--- config.mk ---
export PLATFORM = sky130hd
export DESIGN_NAME = mask_splitter
export DESIGN_NICKNAME = d
export VERILOG_FILES = /design/src/rtl/mask_splitter.sv
export SDC_FILE = /design/constraint.sdc
export NUM_CORES = 1
export LEC_CHECK = 0
export ABC_AREA = 1
export BUFFER_PORTS_ARGS = -buffer_cell sky130_fd_sc_hd__buf_2
export CORE_UTILIZATION = 56
export DETAILED_ROUTE_END_ITERATION = 6
export HOLD_SLACK_MARGIN = 0.15
export MAX_ROUTING_LAYER = met4
export PLACE_DENSITY_LB_ADDON = 0.08
export SYNTH_ARGS = -nofsm -noshare
export SYNTH_HDL_FRONTEND = slang
export SYNTH_SLANG_ARGS = --single-unit
--- constraint.sdc ---
create_clock -name clock -period 3.48 [get_ports clock]
set_clock_uncertainty 0.05 [all_clocks]
set_input_delay 0.696 -clock clock [delete_from_list [all_inputs] [get_ports clock]]
set_output_delay 0.696 -clock clock [all_outputs]
set_load 0.05 [all_outputs]
--- src/rtl/mask_splitter.sv ---
// mask_splitter: decomposes one WIDTH-bit mask into a stream of one-hot beats.
// Latency: first beat is valid the cycle after the mask is accepted; then one beat per cycle.
// Backpressure: in_ready is low for the whole decomposition; beats hold steady while out_ready is low.
// Optional feature: define MASK_SPLITTER_MSB_FIRST_EN to emit the highest set bit first.
module mask_splitter #(
  parameter int WIDTH = 32,
  parameter int IDXW  = $clog2(WIDTH)
) (
  input  logic             clock,
  input  logic             reset_n,
  input  logic             in_valid,
  output logic             in_ready,
  input  logic [WIDTH-1:0] in_mask,
  output logic             out_valid,
  input  logic             out_ready,
  output logic [WIDTH-1:0] out_onehot,
  output logic [IDXW-1:0]  out_index,
  output logic             out_last,
  output logic             busy
);

  typedef enum logic {
    IDLE = 1'b0,
    EMIT = 1'b1
  } state_t;

  state_t           state;
  logic [WIDTH-1:0] rem;

  // Candidate set for the next beat: a fresh mask in IDLE, or what is left
  // after removing the bit currently on the output in EMIT.
  logic [WIDTH-1:0] cand;
  logic [WIDTH-1:0] sel_onehot;
  logic [IDXW-1:0]  sel_index;
  logic             sel_last;

  // Pick the source of the next selection.
  always_comb begin
    cand = rem & ~out_onehot;
    if (state == IDLE) begin
      cand = in_mask;
    end
  end

`ifdef MASK_SPLITTER_MSB_FIRST_EN
  // Highest set bit of the candidate; an empty candidate yields zero/zero.
  always_comb begin
    sel_index = '0;
    for (int i = 0; i < WIDTH; i++) begin
      if (cand[i]) begin
        sel_index = IDXW'(i);
      end
    end
    sel_onehot = '0;
    if (cand != '0) begin
      sel_onehot = {{(WIDTH-1){1'b0}}, 1'b1} << sel_index;
    end
  end
`else
  // Lowest set bit of the candidate: two's-complement isolation, carry dropped.
  always_comb begin
    sel_onehot = cand & (~cand + {{(WIDTH-1){1'b0}}, 1'b1});
    sel_index  = '0;
    for (int i = WIDTH - 1; i >= 0; i--) begin
      if (cand[i]) begin
        sel_index = IDXW'(i);
      end
    end
  end
`endif

  // The selected beat is the last one when at most one bit is set; this also
  // covers the empty mask, which yields a single all-zero beat.
  always_comb begin
    sel_last = ((cand & (cand - {{(WIDTH-1){1'b0}}, 1'b1})) == '0);
  end

  // Control FSM with every output held in a flop.
  always_ff @(posedge clock or negedge reset_n) begin
    if (!reset_n) begin
      state      <= IDLE;
      rem        <= '0;
      in_ready   <= 1'b1;
      out_valid  <= 1'b0;
      out_onehot <= '0;
      out_index  <= '0;
      out_last   <= 1'b0;
      busy       <= 1'b0;
    end else begin
      case (state)
        IDLE: begin
          if (in_valid) begin
            state      <= EMIT;
            rem        <= in_mask;
            in_ready   <= 1'b0;
            out_valid  <= 1'b1;
            busy       <= 1'b1;
            out_onehot <= sel_onehot;
            out_index  <= sel_index;
            out_last   <= sel_last;
          end
        end
        EMIT: begin
          if (out_ready) begin
            if (out_last) begin
              // Final beat taken: clear the datapath and reopen the input.
              state      <= IDLE;
              rem        <= '0;
              in_ready   <= 1'b1;
              out_valid  <= 1'b0;
              busy       <= 1'b0;
              out_onehot <= '0;
              out_index  <= '0;
              out_last   <= 1'b0;
            end else begin
              rem        <= cand;
              out_onehot <= sel_onehot;
              out_index  <= sel_index;
              out_last   <= sel_last;
            end
          end
        end
        default: begin
          state     <= IDLE;
          rem       <= '0;
          in_ready  <= 1'b1;
          out_valid <= 1'b0;
          busy      <= 1'b0;
        end
      endcase
    end
  end

endmodule
==> reports/results.txt <==
Fraction of layout cells with a size suffix above 1: 22.3%
Most frequent cells in the layout: nand2_1, inv_1, buf_2
RR Startpoint: state
Area delta synth->final: 17.0%
Reg2reg path depth: 26
Net Count, Synth: 618
Residual DRC: 0
Num rows: 31
Die width: 90.0 microns
Rel. slew slack: 45.0%
Crit path required time: 3.72 ns
RSZ-0062 raised after global routing: no
Endpoint type of the worst setup path: flop
Yosys cell types: 37
Synth Instances: 582
Final Setup Violations: 0
Number of synthesized register bits: 73
Commonest non-fill, non-tap cell in the layout: nand2_1
Initial DRC Count: 203
Worst Setup EP: out_last
Worst Setup Start Kind: flop
Core footprint: 0.00737 sq mm
Status: finished clean
Worst-Skew Late Latency: 0.36 ns
VDD IR max: 0.535 mV
Reg2reg setup slack: 0.33 ns
CTS H-tree depth: 3
Clock Sinks: 73
Deepest clock path buffer count: 2
Fmax: 317 MHz
Worst Setup SP: state
Avg Synthesized Cell Area: 7.44 sq um
First-pass GRT wire length: 18.2 mm
Gr ovfl total: 0
Hold buffers post-CTS: 0
DIE AREA: 0.00809 sq mm
Post-synthesis sequential area ratio: 42.2%
Post-DP HPWL: 7.87 mm
Asr flop ratio synth: 100%
CTS clk-pin slew, worst paths: 0.08 ns
P_leak: 2.57 nW
Dpl ws: 0.263 ns
IO Count: 77
Min Tclk post-route: 3.15 ns
Length of the first detailed-routing pass in iterations: 5
Worst Tran Pin Value: 0.822 ns
CTS Buf Count: 9
Fin nets: 698
Vias per cell: 5.43
Total GRT Usage: 28.9%
Antenna violations before repair: 0
Final worst slack: 0.326 ns
Max Slew Vio Count: 0
Ant diodes: 0
Worst Path Class, Setup: reg2reg
Initial Util: 58.8%
Synth Flop Type: dfrtp_1
Chip Height: 90.0 microns
Largest net degree at the start of global routing: 46
EDFF count, synth: 0
Ys Warns: 0
Post_cts resized: 0
Buffers on Ports: 76
Antenna viol nets, final: 0
WL per Instance: 14.0 microns
CTS tree: yes
CTS Root Cell: clkbuf_8
FF-to-FF End: out_last
Endpoints failing hold: 0
Max_cap viols: 0
Synth Cell Area: 0.00433 sq mm
Worst Path Max Fanout: 32
Final RePlAce weighted congestion: 0.919
Setup_tns: 0 ns
Vias: 4158
PwrDens: 970 mW/mm^2
Vias in the first global route: 3953
Drt total wl: 10.7 mm
Worst EP arrival: 3.40 ns
Final worst path period share: 90.6%
Hold Path Class: in2async
==> cell type report <==
class / count / area [sq um]
Tap cell: 99 / 124
Clock buffer: 12 / 155
Timing Repair Buffer: 91 / 518
Inverter: 127 / 479
Multi-Input combinational cell: 360 / 1910
Fill cell: 630 / 2300
Sequential cell: 73 / 1830
Clock inverter: 4 / 51.3
==> power by group <==
part / leakage, nW / internal [mW] / total, mW / switching (mW)
sequential: 0.982 / 1.06 / 1.19 / 0.132
clock: 0.103 / 0.371 / 0.700 / 0.329
combinational: 1.49 / 0.945 / 3.03 / 2.08
total: 2.57 / 2.38 / 4.92 / 2.54
==> per-layer routing <==
layer	part of all wire (%)	vias to the layer above	track usage, %
met4	1.8	0	11.4
li1	-	2063	-
met2	48	146	47.6
met3	5.5	17	2.79
met5	0	-	-
met1	44	1932	36.9
==> synth_stat cells, types with 4 or more instances <==
library cell	instances	area, sq um
inv_2	11	41.3
o21ai_0	45	225
inv_1	113	424
o32ai_1	25	219
nand4_1	4	25.0
o21ai_2	6	52.6
nor2_4	8	90.1
buf_6	4	45.0
nor2_1	30	113
clkbuf_1	13	48.8
nand3_1	27	135
o2111ai_1	4	35.0
a21oi_1	9	45.0
o21ai_1	11	55.1
nand2_1	138	518
o22ai_1	22	138
nor2_2	4	25.0
dfrtp_1	72	1800
a31oi_1	4	25.0
==> worst max-delay path: stages (launching register included) <==
cell       delay, ns
dfrtp_2         0.48
buf_12          0.19
nand3_1         0.14
nand2_4         0.08
nor2_4          0.13
inv_2           0.05
nor2_2          0.08
inv_2           0.05
nor2_1          0.10
inv_2           0.08
nor2_4          0.11
inv_4           0.08
nor2_4          0.10
inv_2           0.07
nor2_4          0.09
inv_2           0.06
nor2_4          0.09
inv_2           0.05
o21ai_1         0.11
o21ai_1         0.09
nor2_1          0.10
o2111ai_1       0.10
nor2_1          0.18
nand3_1         0.10
a21oi_1         0.15
nand2_1         0.07
nand2_1         0.08
==> per-stage QoR <==
step           power (mW)  cells  hold WS, ns  area [sq um]  util (%)
2_1_floorplan        3.51    582        0.350          4330         -
3_3_place_gp         4.13    747        0.412          4840      65.7
3_5_place_dp         4.18    747        0.417          4840      65.7
4_1_cts              4.89    763        0.371          5050      68.5
5_1_grt              5.33    766        0.426          5070      68.8
6_report             4.92    766        0.352          5070      68.8
==> worst min-delay path by stage <==
stage                      to  depth (start not counted)
6_report              rem[16]                          1
5_1_grt        out_onehot[16]                          1
4_1_cts               rem[16]                          1
3_5_place_dp          rem[23]                          2
3_3_place_gp          rem[26]                          2
2_1_floorplan            busy                          0
==> kinds of logic (layout without fill, tap and decap cells) <==
group           Yosys count  in the layout  synth area share [%]
compound gates          137            137                  20.6
flops                    73             73                  42.2
buf+inv                 149            234                  13.9
simple gates            223            223                  23.3
==> sequential cells by signal, indices dropped and copies added (netlist names) <==
name / cells
busy: 1
rem: 32
out_last: 1
state: 1
out_onehot: 32
in_ready: 1
out_index: 5
==> repair_timing <==
| item | CTS | global route |
|---|---|---|
| setup buffers | 0 | 3 |
| endpoints found under the hold margin | 0 | 0 |
| endpoints found under the setup margin | 0 | 1 |
Power figures use the tool's default switching activity.
